<file path="src/rtl/pkg_mapa_memoria.sv">
// Memory map, one-hot read-data selects and FSM state type shared by the
// bus decoder and the read-data multiplexer.
package pkg_mapa_memoria;

    localparam logic [31:0] RAM_BASE    = 32'h0000_1000;
    localparam logic [31:0] RAM_MASK    = 32'hFFFF_F000;
    localparam logic [31:0] SW_ADDR     = 32'h0000_2000;
    localparam logic [31:0] LED_ADDR    = 32'h0000_2004;
    localparam logic [31:0] SEG_ADDR    = 32'h0000_2008;
    localparam logic [31:0] UART_A_BASE = 32'h0000_2010;
    localparam logic [31:0] UART_B_BASE = 32'h0000_2020;
    localparam logic [31:0] UART_C_BASE = 32'h0000_2030;
    localparam logic [31:0] UART_MASK   = 32'hFFFF_FFF0;

    localparam logic [6:0] SEL_NINGUNO = 7'b000_0000;
    localparam logic [6:0] SEL_RAM     = 7'b000_0001;
    localparam logic [6:0] SEL_SW      = 7'b000_0010;
    localparam logic [6:0] SEL_LED     = 7'b000_0100;
    localparam logic [6:0] SEL_7SEG    = 7'b000_1000;
    localparam logic [6:0] SEL_UART_A  = 7'b001_0000;
    localparam logic [6:0] SEL_UART_B  = 7'b010_0000;
    localparam logic [6:0] SEL_UART_C  = 7'b100_0000;

    typedef enum logic {
        IDLE   = 1'b0,
        ESPERA = 1'b1
    } estado_t;

    function automatic logic es_uart(input logic [6:0] sel);
        return |sel[6:4];
    endfunction

endpackage

</file>
<file path="src/rtl/decodificador_direccion.sv">
// Combinational address decoder: CPU byte address to one-hot target plus a
// valid flag (valid only for mapped, word-aligned addresses).
module decodificador_direccion
    import pkg_mapa_memoria::*;
(
    input  logic [31:0] addr_i,
    output logic [6:0]  destino_o,
    output logic        valido_o
);

    logic [6:0] destino_mapa;

    always_comb begin
        destino_mapa = SEL_NINGUNO;
        if ((addr_i & RAM_MASK) == RAM_BASE)           destino_mapa = SEL_RAM;
        else if (addr_i == SW_ADDR)                    destino_mapa = SEL_SW;
        else if (addr_i == LED_ADDR)                   destino_mapa = SEL_LED;
        else if (addr_i == SEG_ADDR)                   destino_mapa = SEL_7SEG;
        else if ((addr_i & UART_MASK) == UART_A_BASE)  destino_mapa = SEL_UART_A;
        else if ((addr_i & UART_MASK) == UART_B_BASE)  destino_mapa = SEL_UART_B;
        else if ((addr_i & UART_MASK) == UART_C_BASE)  destino_mapa = SEL_UART_C;
    end

    // Misaligned addresses are unmapped even inside a valid window.
    always_comb begin
        valido_o  = (addr_i[1:0] == 2'b00) && (destino_mapa != SEL_NINGUNO);
        destino_o = valido_o ? destino_mapa : SEL_NINGUNO;
    end

endmodule

</file>
<file path="src/rtl/decodificador_bus.sv">
// CPU bus decoder: single-cycle access to RAM/switches/LED/7-seg, stalled
// handshake with three UARTs bounded by a timeout, registered read select.
module decodificador_bus
    import pkg_mapa_memoria::*;
#(
    parameter int TIMEOUT_CICLOS = 16
) (
    input  logic        clk_i,
    input  logic        rst_n_i,
    input  logic [31:0] addr_i,
    input  logic        we_i,
    input  logic        re_i,
    input  logic [2:0]  uart_ready_i,
    output logic        we_ram_o,
    output logic        we_led_o,
    output logic        we_7seg_o,
    output logic [2:0]  req_uart_o,
    output logic [6:0]  sel_dispositivo_o,
    output logic        stall_o,
    output logic        error_bus_o,
    output estado_t     estado_o
);

    // Handshake: the CPU presents we_i/re_i with addr_i and must hold them
    // while stall_o=1; the access completes in the first cycle with stall_o=0.

    logic [6:0] destino;
    logic       valido;
    logic       peticion;
    logic       acceso_ok;
    logic       listo;
    logic       fin_tiempo;

    estado_t    estado;
    logic [7:0] contador;
    logic [6:0] destino_q;
    logic       escritura_q;

    decodificador_direccion u_dec (
        .addr_i    (addr_i),
        .destino_o (destino),
        .valido_o  (valido)
    );

    assign peticion   = we_i | re_i;
    assign acceso_ok  = peticion && !(we_i && re_i) && valido;
    // Only the ready bit of the latched UART counts.
    assign listo      = |(uart_ready_i & destino_q[6:4]);
    assign fin_tiempo = (contador == 8'(TIMEOUT_CICLOS - 1));
    assign estado_o   = estado;

    // Strobes and stall are gated by reset so they drop immediately.
    always_comb begin
        we_ram_o   = 1'b0;
        we_led_o   = 1'b0;
        we_7seg_o  = 1'b0;
        req_uart_o = 3'b000;
        stall_o    = 1'b0;
        if (rst_n_i) begin
            case (estado)
                IDLE: begin
                    if (acceso_ok) begin
                        if (es_uart(destino)) begin
                            req_uart_o = destino[6:4];
                            stall_o    = 1'b1;
                        end else if (we_i) begin
                            we_ram_o  = destino[0];
                            we_led_o  = destino[2];
                            we_7seg_o = destino[3];
                        end
                    end
                end
                ESPERA: stall_o = !listo && !fin_tiempo;
                default: stall_o = 1'b0;
            endcase
        end
    end

    always_ff @(posedge clk_i or negedge rst_n_i) begin
        if (!rst_n_i) begin
            estado            <= IDLE;
            contador          <= 8'd0;
            destino_q         <= SEL_NINGUNO;
            escritura_q       <= 1'b0;
            sel_dispositivo_o <= SEL_NINGUNO;
            error_bus_o       <= 1'b0;
        end else begin
            sel_dispositivo_o <= SEL_NINGUNO;
            error_bus_o       <= 1'b0;
            case (estado)
                IDLE: begin
                    if (peticion) begin
                        if (!acceso_ok) begin
                            error_bus_o <= 1'b1;
                        end else if (es_uart(destino)) begin
                            destino_q   <= destino;
                            escritura_q <= we_i;
                            contador    <= 8'd0;
                            estado      <= ESPERA;
                        end else if (re_i) begin
                            sel_dispositivo_o <= destino;
                        end
                    end
                end
                ESPERA: begin
                    // Ready takes priority over a simultaneous timeout.
                    if (listo) begin
                        sel_dispositivo_o <= escritura_q ? SEL_NINGUNO : destino_q;
                        estado            <= IDLE;
                    end else if (fin_tiempo) begin
                        error_bus_o <= 1'b1;
                        estado      <= IDLE;
                    end else begin
                        contador <= contador + 8'd1;
                    end
                end
                default: estado <= IDLE;
            endcase
        end
    end

endmodule

</file>
<file path="config.mk">
export PLATFORM = sky130hd
export DESIGN_NAME = decodificador_bus
export DESIGN_NICKNAME = d
export VERILOG_FILES = /design/src/rtl/pkg_mapa_memoria.sv /design/src/rtl/decodificador_direccion.sv /design/src/rtl/decodificador_bus.sv
export SDC_FILE = /design/constraint.sdc
export NUM_CORES = 1
export LEC_CHECK = 0
export CAP_MARGIN = 25
export CORE_MARGIN = 10
export CORE_UTILIZATION = 45
export CTS_BUF_LIST = sky130_fd_sc_hd__clkbuf_4
export CTS_CLUSTER_SIZE = 14
export DETAILED_ROUTE_END_ITERATION = 12
export GPL_ROUTABILITY_DRIVEN = 0
export PLACE_DENSITY = 0.79
export SYNTH_ARGS = -nofsm -noshare
export SYNTH_HDL_FRONTEND = slang
export SYNTH_SLANG_ARGS = --single-unit
</file>
<file path="constraint.sdc">
create_clock -name clk_i -period 3.12 [get_ports clk_i]
set_input_delay 0.78 -clock clk_i [delete_from_list [all_inputs] [get_ports clk_i]]
set_output_delay 0.78 -clock clk_i [all_outputs]
set_load 0.02 [all_outputs]
</file>
==> impl_metrics.csv, run 1 <==
group,metric,value,unit
cts,cts_sinks,25,
timing,tightest_slew,0.388,ns
pwr,peakVddDrop,213,uV
layout,syn_to_final_growth,70.6,%
timing,setup_ws,-0.0195,ns
grt,grt_max_degree,21,
grt,gr-usage-all-layers,0.168,
floorplanning,core-area,0.00303,mm^2
setup_path,cpPeakStageDelay,0.31,ns
cts,cts_tree,"built",
yosys,syn_area,0.00141,mm^2
pwr,leakage,1.13,nW
yosys,synth-seq-cells,25,
min_path,worstHoldPathType,"reg -> reg",
pwr,power.total,588,uW
timing,finalCritPeriodShare,1.01,
setup_path,start_kind,"input port",
setup_path,r2r_end,"contador[3]",
grt,grt_pass1_vias,1715,
placement,dp.cells,281,
floorplanning,initial_core_util,0.465,
yosys,synth_cell_types,43,
cts,clk_pin_slew_worst_paths,0.14,ns
yosys,synth_nets,187,
routing,dr.first_iter.drc_count,69,
routing,drc_errors,0,
grt,grt_overflow_total,0,
timing,hold_viol_final,0,
timing,finalMaxSlewViolations,0,
setup_path,slowest_stage,"nor4_4",
setup_path,path_cells,"clkbuf_2 -> nor4_4 -> buf_4 -> nand2_1 -> nor4_2 -> buf_4 -> nand4_1 -> a21boi_1 -> buf_4",
floorplanning,die_area,0.00577,mm^2
yosys,yosys_warnings,0,
grt,antenna_found_initial,1,
min_path,min_path_cells,1,
layout,final_cell_mix,"51 x buf_4, 25 x dfrtp_1, 17 x nand2_1, 17 x clkdlybuf4s50_1, 16 x nor2_1",
cts,cts_made_buffers,3,
timing,layout_min_cycle_time,3.14,ns
routing,routed_via_density,5.38,
timing,tns,-0.0610,ns
floorplanning,die_h,76.0,um
routing,wl,5170,um
timing,hold_ws,0.507,ns
yosys,synth_edf_count,0,
cts,cts_hold_buf,0,
pwr,powerDensity,245,mW/mm^2
placement,dp_hpwl,3880,um
cts,cts_max_level,1,
timing,clock_skew,0.0115,ns
cts,root_buffer,"clkbuf_4",
timing,timing.fmax,319,MHz
setup_path,cp_max_fo,6,
setup_path,rr_worst_depth,7,
run_status,outcome,"complete, but fails checks",
setup_path,path_class,"in -> out",
setup_path,endpoint_kind,"primary output",
routing,ant_nets,0,
run,cap_violations,0,
min_path,hp-start,"destino_q[5]",
placement,portBuffers,54,
timing,relSlewSlack,0.739,
routing,wl_per_cell,17.5,um
routing,via_count,1593,
grt,grt_pass1_wl,8200,um
cts,worstSkewPairLatency,0.33,ns
timing,finalSetupViolCount,4,
yosys,async_reset_ff_frac,1.00,
setup_path,r2r_slack,1.28,ns
setup_path,cp.required,2.34,ns
layout,final_cell_count_no_fill,296,
cts,cts.path.max_buffers,2,
setup_path,r2r_start,"destino_q[4]",
placement,dpl_worst_slack,-0.865,ns
setup_path,cp.arrival,2.36,ns
yosys,synth_area_per_cell,9.65,um^2
layout,fin_nets,293,
layout,final_common_cell,"buf_4",
min_path,whs_endpoint,"sel_dispositivo_o[5]",
floorplanning,ios,55,
yosys,synth_seq_area_share,0.444,
layout,drive_gt1_frac,0.394,
routing,dr.pass1.iters,4,
floorplanning,fp.dieW,76.0,um
floorplanning,row_count,20,
yosys,synth_ff_type,"dfrtp_1",
setup_path,crit_path_frequent_cell,"buf_4",
yosys,synth_cells,146,
run_status,violations,"setup timing",
[per-stage QoR]
stage / cell area, um^2 / utilization
global route: 2400 / 0.794
floorplan: 1410 / -
detailed placement: 2280 / 0.754
global placement: 2280 / 0.754
CTS: 2350 / 0.777
finish: 2400 / 0.794
[layer usage]
metal  global-route usage  part of all wire  vias up
li1                     -                 -      738
met1                0.177              0.37      784
met2                0.321              0.56       60
met3               0.0271             0.045       11
met4               0.0663             0.018        0
met5                    0                 0        -
[cell usage after synthesis, types with 2 or more instances]
| cell type | n | area [um^2] |
|---|---|---|
| buf_4 | 2 | 15.0 |
| nand3_1 | 4 | 20.0 |
| nor3_2 | 4 | 40.0 |
| dfrtp_1 | 25 | 626 |
| nor4_2 | 3 | 37.5 |
| nand2b_1 | 2 | 12.5 |
| o21ai_0 | 2 | 10.0 |
| nand4b_1 | 2 | 17.5 |
| nand2_1 | 18 | 67.6 |
| a21oi_1 | 2 | 10.0 |
| inv_1 | 5 | 18.8 |
| and3_1 | 2 | 12.5 |
| xor2_1 | 3 | 26.3 |
| o21ai_1 | 4 | 20.0 |
| mux2i_1 | 2 | 20.0 |
| nand4_1 | 7 | 43.8 |
| nor3_1 | 3 | 15.0 |
| xnor2_1 | 3 | 26.3 |
| nor2_1 | 17 | 63.8 |
| nor4_1 | 4 | 25.0 |
| or2_2 | 2 | 12.5 |
| and2_1 | 3 | 18.8 |
| nor2b_1 | 6 | 37.5 |
| ha_1 | 2 | 25.0 |
[worst max path at each step]
stage                     startpoint       end  slack [ns]  depth (start not counted)
final                     addr_i[18]   stall_o       -0.02                          9
after global routing      addr_i[18]   stall_o       -0.12                          9
after CTS                 addr_i[19]  we_ram_o       0.001                          7
after detailed placement  addr_i[26]  we_ram_o       -0.87                          6
after global placement    addr_i[26]  we_ram_o       -0.74                          6
after floorplan           addr_i[17]   stall_o        0.17                          6
[layout make-up]
class,count,area [um^2]
flip-flops and latches,25,626
well taps,44,55.1
multi-input cells,114,855
fillers,209,624
clock inverters,1,5.00
inverters,5,18.8
repair buffers,103,820
diodes,1,2.50
clock buffers,3,22.5
[cells by family (layout without fill, tap and decap cells)]
family / after synthesis / count (layout) / synth area share
adder cells (fa/ha/maj): 2 / 2 / 0.0178
XOR/XNOR: 6 / 6 / 0.0373
buffers and inverters: 7 / 112 / 0.0240
AND/OR/NAND/NOR: 87 / 87 / 0.374
AO/OA/AOI/OAI: 16 / 16 / 0.0808
multiplexers: 3 / 3 / 0.0222
other: 0 / 1 / 0
flip-flops: 25 / 25 / 0.444
[critical path: cells and delay by family]
family | cells | cell delay (ns)
buffers and inverters | 4 | 0.63
AO/OA/AOI/OAI | 1 | 0.19
AND/OR/NAND/NOR | 4 | 0.75
[report_power, final]
| group | total, mW | internal [mW] | switching (mW) |
|---|---|---|---|
| Combinational | 0.116 | 0.0644 | 0.0514 |
| Sequential | 0.325 | 0.325 | 0.000144 |
| Clock | 0.147 | 0.0481 | 0.0991 |
[registers in the layout, indices dropped and copies added, names as in the netlist]
register,count
contador,8
escritura_q,1
sel_dispositivo_o,7
destino_q,7
estado_o,1
error_bus_o,1
[repair_timing]
| action | 4_1_cts | 5_1_grt |
|---|---|---|
| endpoints found under the setup margin | 7 | 7 |
| pin swaps | 21 | 13 |
| buffers inserted | 5 | 5 |
| gates resized for setup | 89 | 23 |
Note: power is estimated with default switching activity, not from simulation.
==> inputs of run 2 (changes only) <==
Settings changed: CORE_UTILIZATION 45 to 40, PLACE_DENSITY 0.79 to 0.74.
Clock period 3.12 ns to 2.87 ns, I/O delays scaled along.
==> run 2 against run 1 <==
  * The run still ends with setup timing left
  * Utilization down 3.3 points
  * Critical path depth decreased by 4
  * Flip-flop and latch count unchanged
  * Critical path type unchanged
==> impl_metrics.csv, run 2 (synthesis results as in run 1) <==
group,metric,value,unit
run_status,outcome,"complete, but fails checks",
run_status,violations,"setup timing",
pwr,leakage,1.22,nW
layout,multi_input_area,892,um^2
grt,grt_pass1_wl,7980,um
layout,fillers,260,
timing,finalCritPeriodShare,1.01,
floorplanning,die_area,0.00630,mm^2
timing,rsz0062_at_grt,"true",
cts,clk_pin_slew_worst_paths,0.12,ns
layout,final_cell_mix,"61 x buf_4, 25 x dfrtp_1, 16 x nand2_1, 16 x nor2_1, 15 x clkdlybuf4s50_1",
cts,root_buffer,"clkbuf_4",
grt,gr-usage-all-layers,0.155,
layout,regArea,626,um^2
grt,antenna_found_initial,0,
pwr,power.total,651,uW
routing,wl_per_cell,16.0,um
setup_path,cp.required,2.15,ns
routing,dr.pass1.iters,5,
cts,cts_tree,"built",
layout,final_common_cell,"buf_4",
min_path,worstHoldPathType,"reg -> reg",
timing,relSlewSlack,0.765,
cts,cts.path.max_buffers,2,
timing,finalSetupViolCount,3,
timing,hold_viol_final,0,
timing,hold_ws,0.517,ns
placement,dp.cells,281,
setup_path,path_class,"in -> out",
timing,tightest_slew,0.349,ns
setup_path,cp.arrival,2.19,ns
floorplanning,initial_core_util,0.419,
timing,finalMaxSlewViolations,0,
cts,cts_hold_buf,0,
grt,grt_pass1_vias,1790,
timing,timing.fmax,344,MHz
timing,setup_ws,-0.0384,ns
setup_path,start_kind,"input port",
floorplanning,row_count,21,
setup_path,endpoint_kind,"primary output",
placement,dpl_worst_slack,-0.999,ns
routing,wl,4900,um
timing,tns,-0.0846,ns
routing,wl_met1,1970,um
routing,via_count,1578,
placement,portBuffers,54,
run,cap_violations,0,
layout,top_regs,"contador (8), destino_q (7), sel_dispositivo_o (7)",
routing,wl_met3,351,um
routing,wl_met2,2430,um
cts,cts_made_buffers,3,
floorplanning,ios,55,
routing,drc_errors,0,
routing,routed_via_density,5.16,
floorplanning,core-area,0.00336,mm^2
layout,antenna_cells,0,
cts,worstSkewPairLatency,0.32,ns
setup_path,cp_max_fo,3,
routing,ant_nets,0,
layout,largest_register,"contador",
layout,final_cell_count_no_fill,306,
layout,syn_to_final_growth,81.7,%
cts,cts_max_level,1,
floorplanning,die_h,79.3,um
timing,layout_min_cycle_time,2.91,ns
pwr,peakVddDrop,144,uV
layout,fin_nets,302,
routing,topRoutingLayerUsed,"met4",
placement,dp_hpwl,3550,um
timing,clock_skew,0.0112,ns
floorplanning,fp.dieW,79.3,um
pwr,powerDensity,254,mW/mm^2
grt,grt_overflow_total,0,
layout,largest_register_ffs,8,
grt,grt_max_degree,21,
routing,dr.first_iter.drc_count,92,
layout,drive_gt1_frac,0.446,
cts,cts_sinks,25,
==> run 2: cell types whose count changed in the layout (fill, tap and decap cells not counted), moves of 2 or more <==
cell	previous run	this run
nand2_4	0	2
buf_6	2	10
clkdlybuf4s50_1	17	15
dlymetal6s2s_1	0	2
clkdlybuf4s15_1	6	8
buf_4	51	61
dlygate4sd2_1	13	8
clkbuf_2	7	2
==> run 2: path summary, 6_finish.rpt <==
kind / from / end / slack [ns] / cells past startpoint
setup / recovery: addr_i[1] / we_ram_o / -0.04 / 5
min in group asynchronous: rst_n_i / escritura_q / 0.89 / 2
hold reg to reg: destino_q[2] / sel_dispositivo_o[2] / 0.52 / 2
hold / removal: destino_q[2] / sel_dispositivo_o[2] / 0.52 / 2
max in group asynchronous: rst_n_i / destino_q[4] / 1.77 / 2
setup reg to reg: estado_o / destino_q[5] / 0.88 / 7
==> run 2: area by class of cell <==
type                            instances  share of cell area
Clock buffer                            4              0.0117
Inverter                                5             0.00733
Multi-Input combinational cell        114               0.348
Sequential cell                        25               0.244
Tap cell                               46              0.0225
Timing Repair Buffer                  112               0.366
==> run 2: critical path, cell delays in order <==
cell and delay (ns):
dlygate4sd2_1 0.29, or2_2 0.33, or4_4 0.56, nor3_2 0.13, buf_4 0.16
==> run 2: through the flow <==
step / util / area [um^2]
3_5_place_dp: 0.675 / 2270
2_1_floorplan: - / 1410
3_3_place_gp: 0.675 / 2270
6_report: 0.761 / 2560
4_1_cts: 0.737 / 2480
5_1_grt: 0.761 / 2560
==> run 2: metal layers <==
layer | up-vias | GRT usage
met5 | - | 0
met4 | 0 | 0.0645
met3 | 18 | 0.0518
met2 | 68 | 0.281
met1 | 735 | 0.159
li1 | 757 | -
==> run 2: what timing repair did <==
action / in CTS / in global routing
resized for setup: 121 / 27
setup buffers: 20 / 3
pin swaps: 22 / 19
endpoints found under the setup margin: 7 / 8
==> run 2: report_power, final <==
part	internal, mW	total, mW	switching [mW]
combinational	0.0765	0.132	0.0556
sequential	0.353	0.353	0.000150
clock	0.0639	0.166	0.102
total	0.493	0.651	0.158
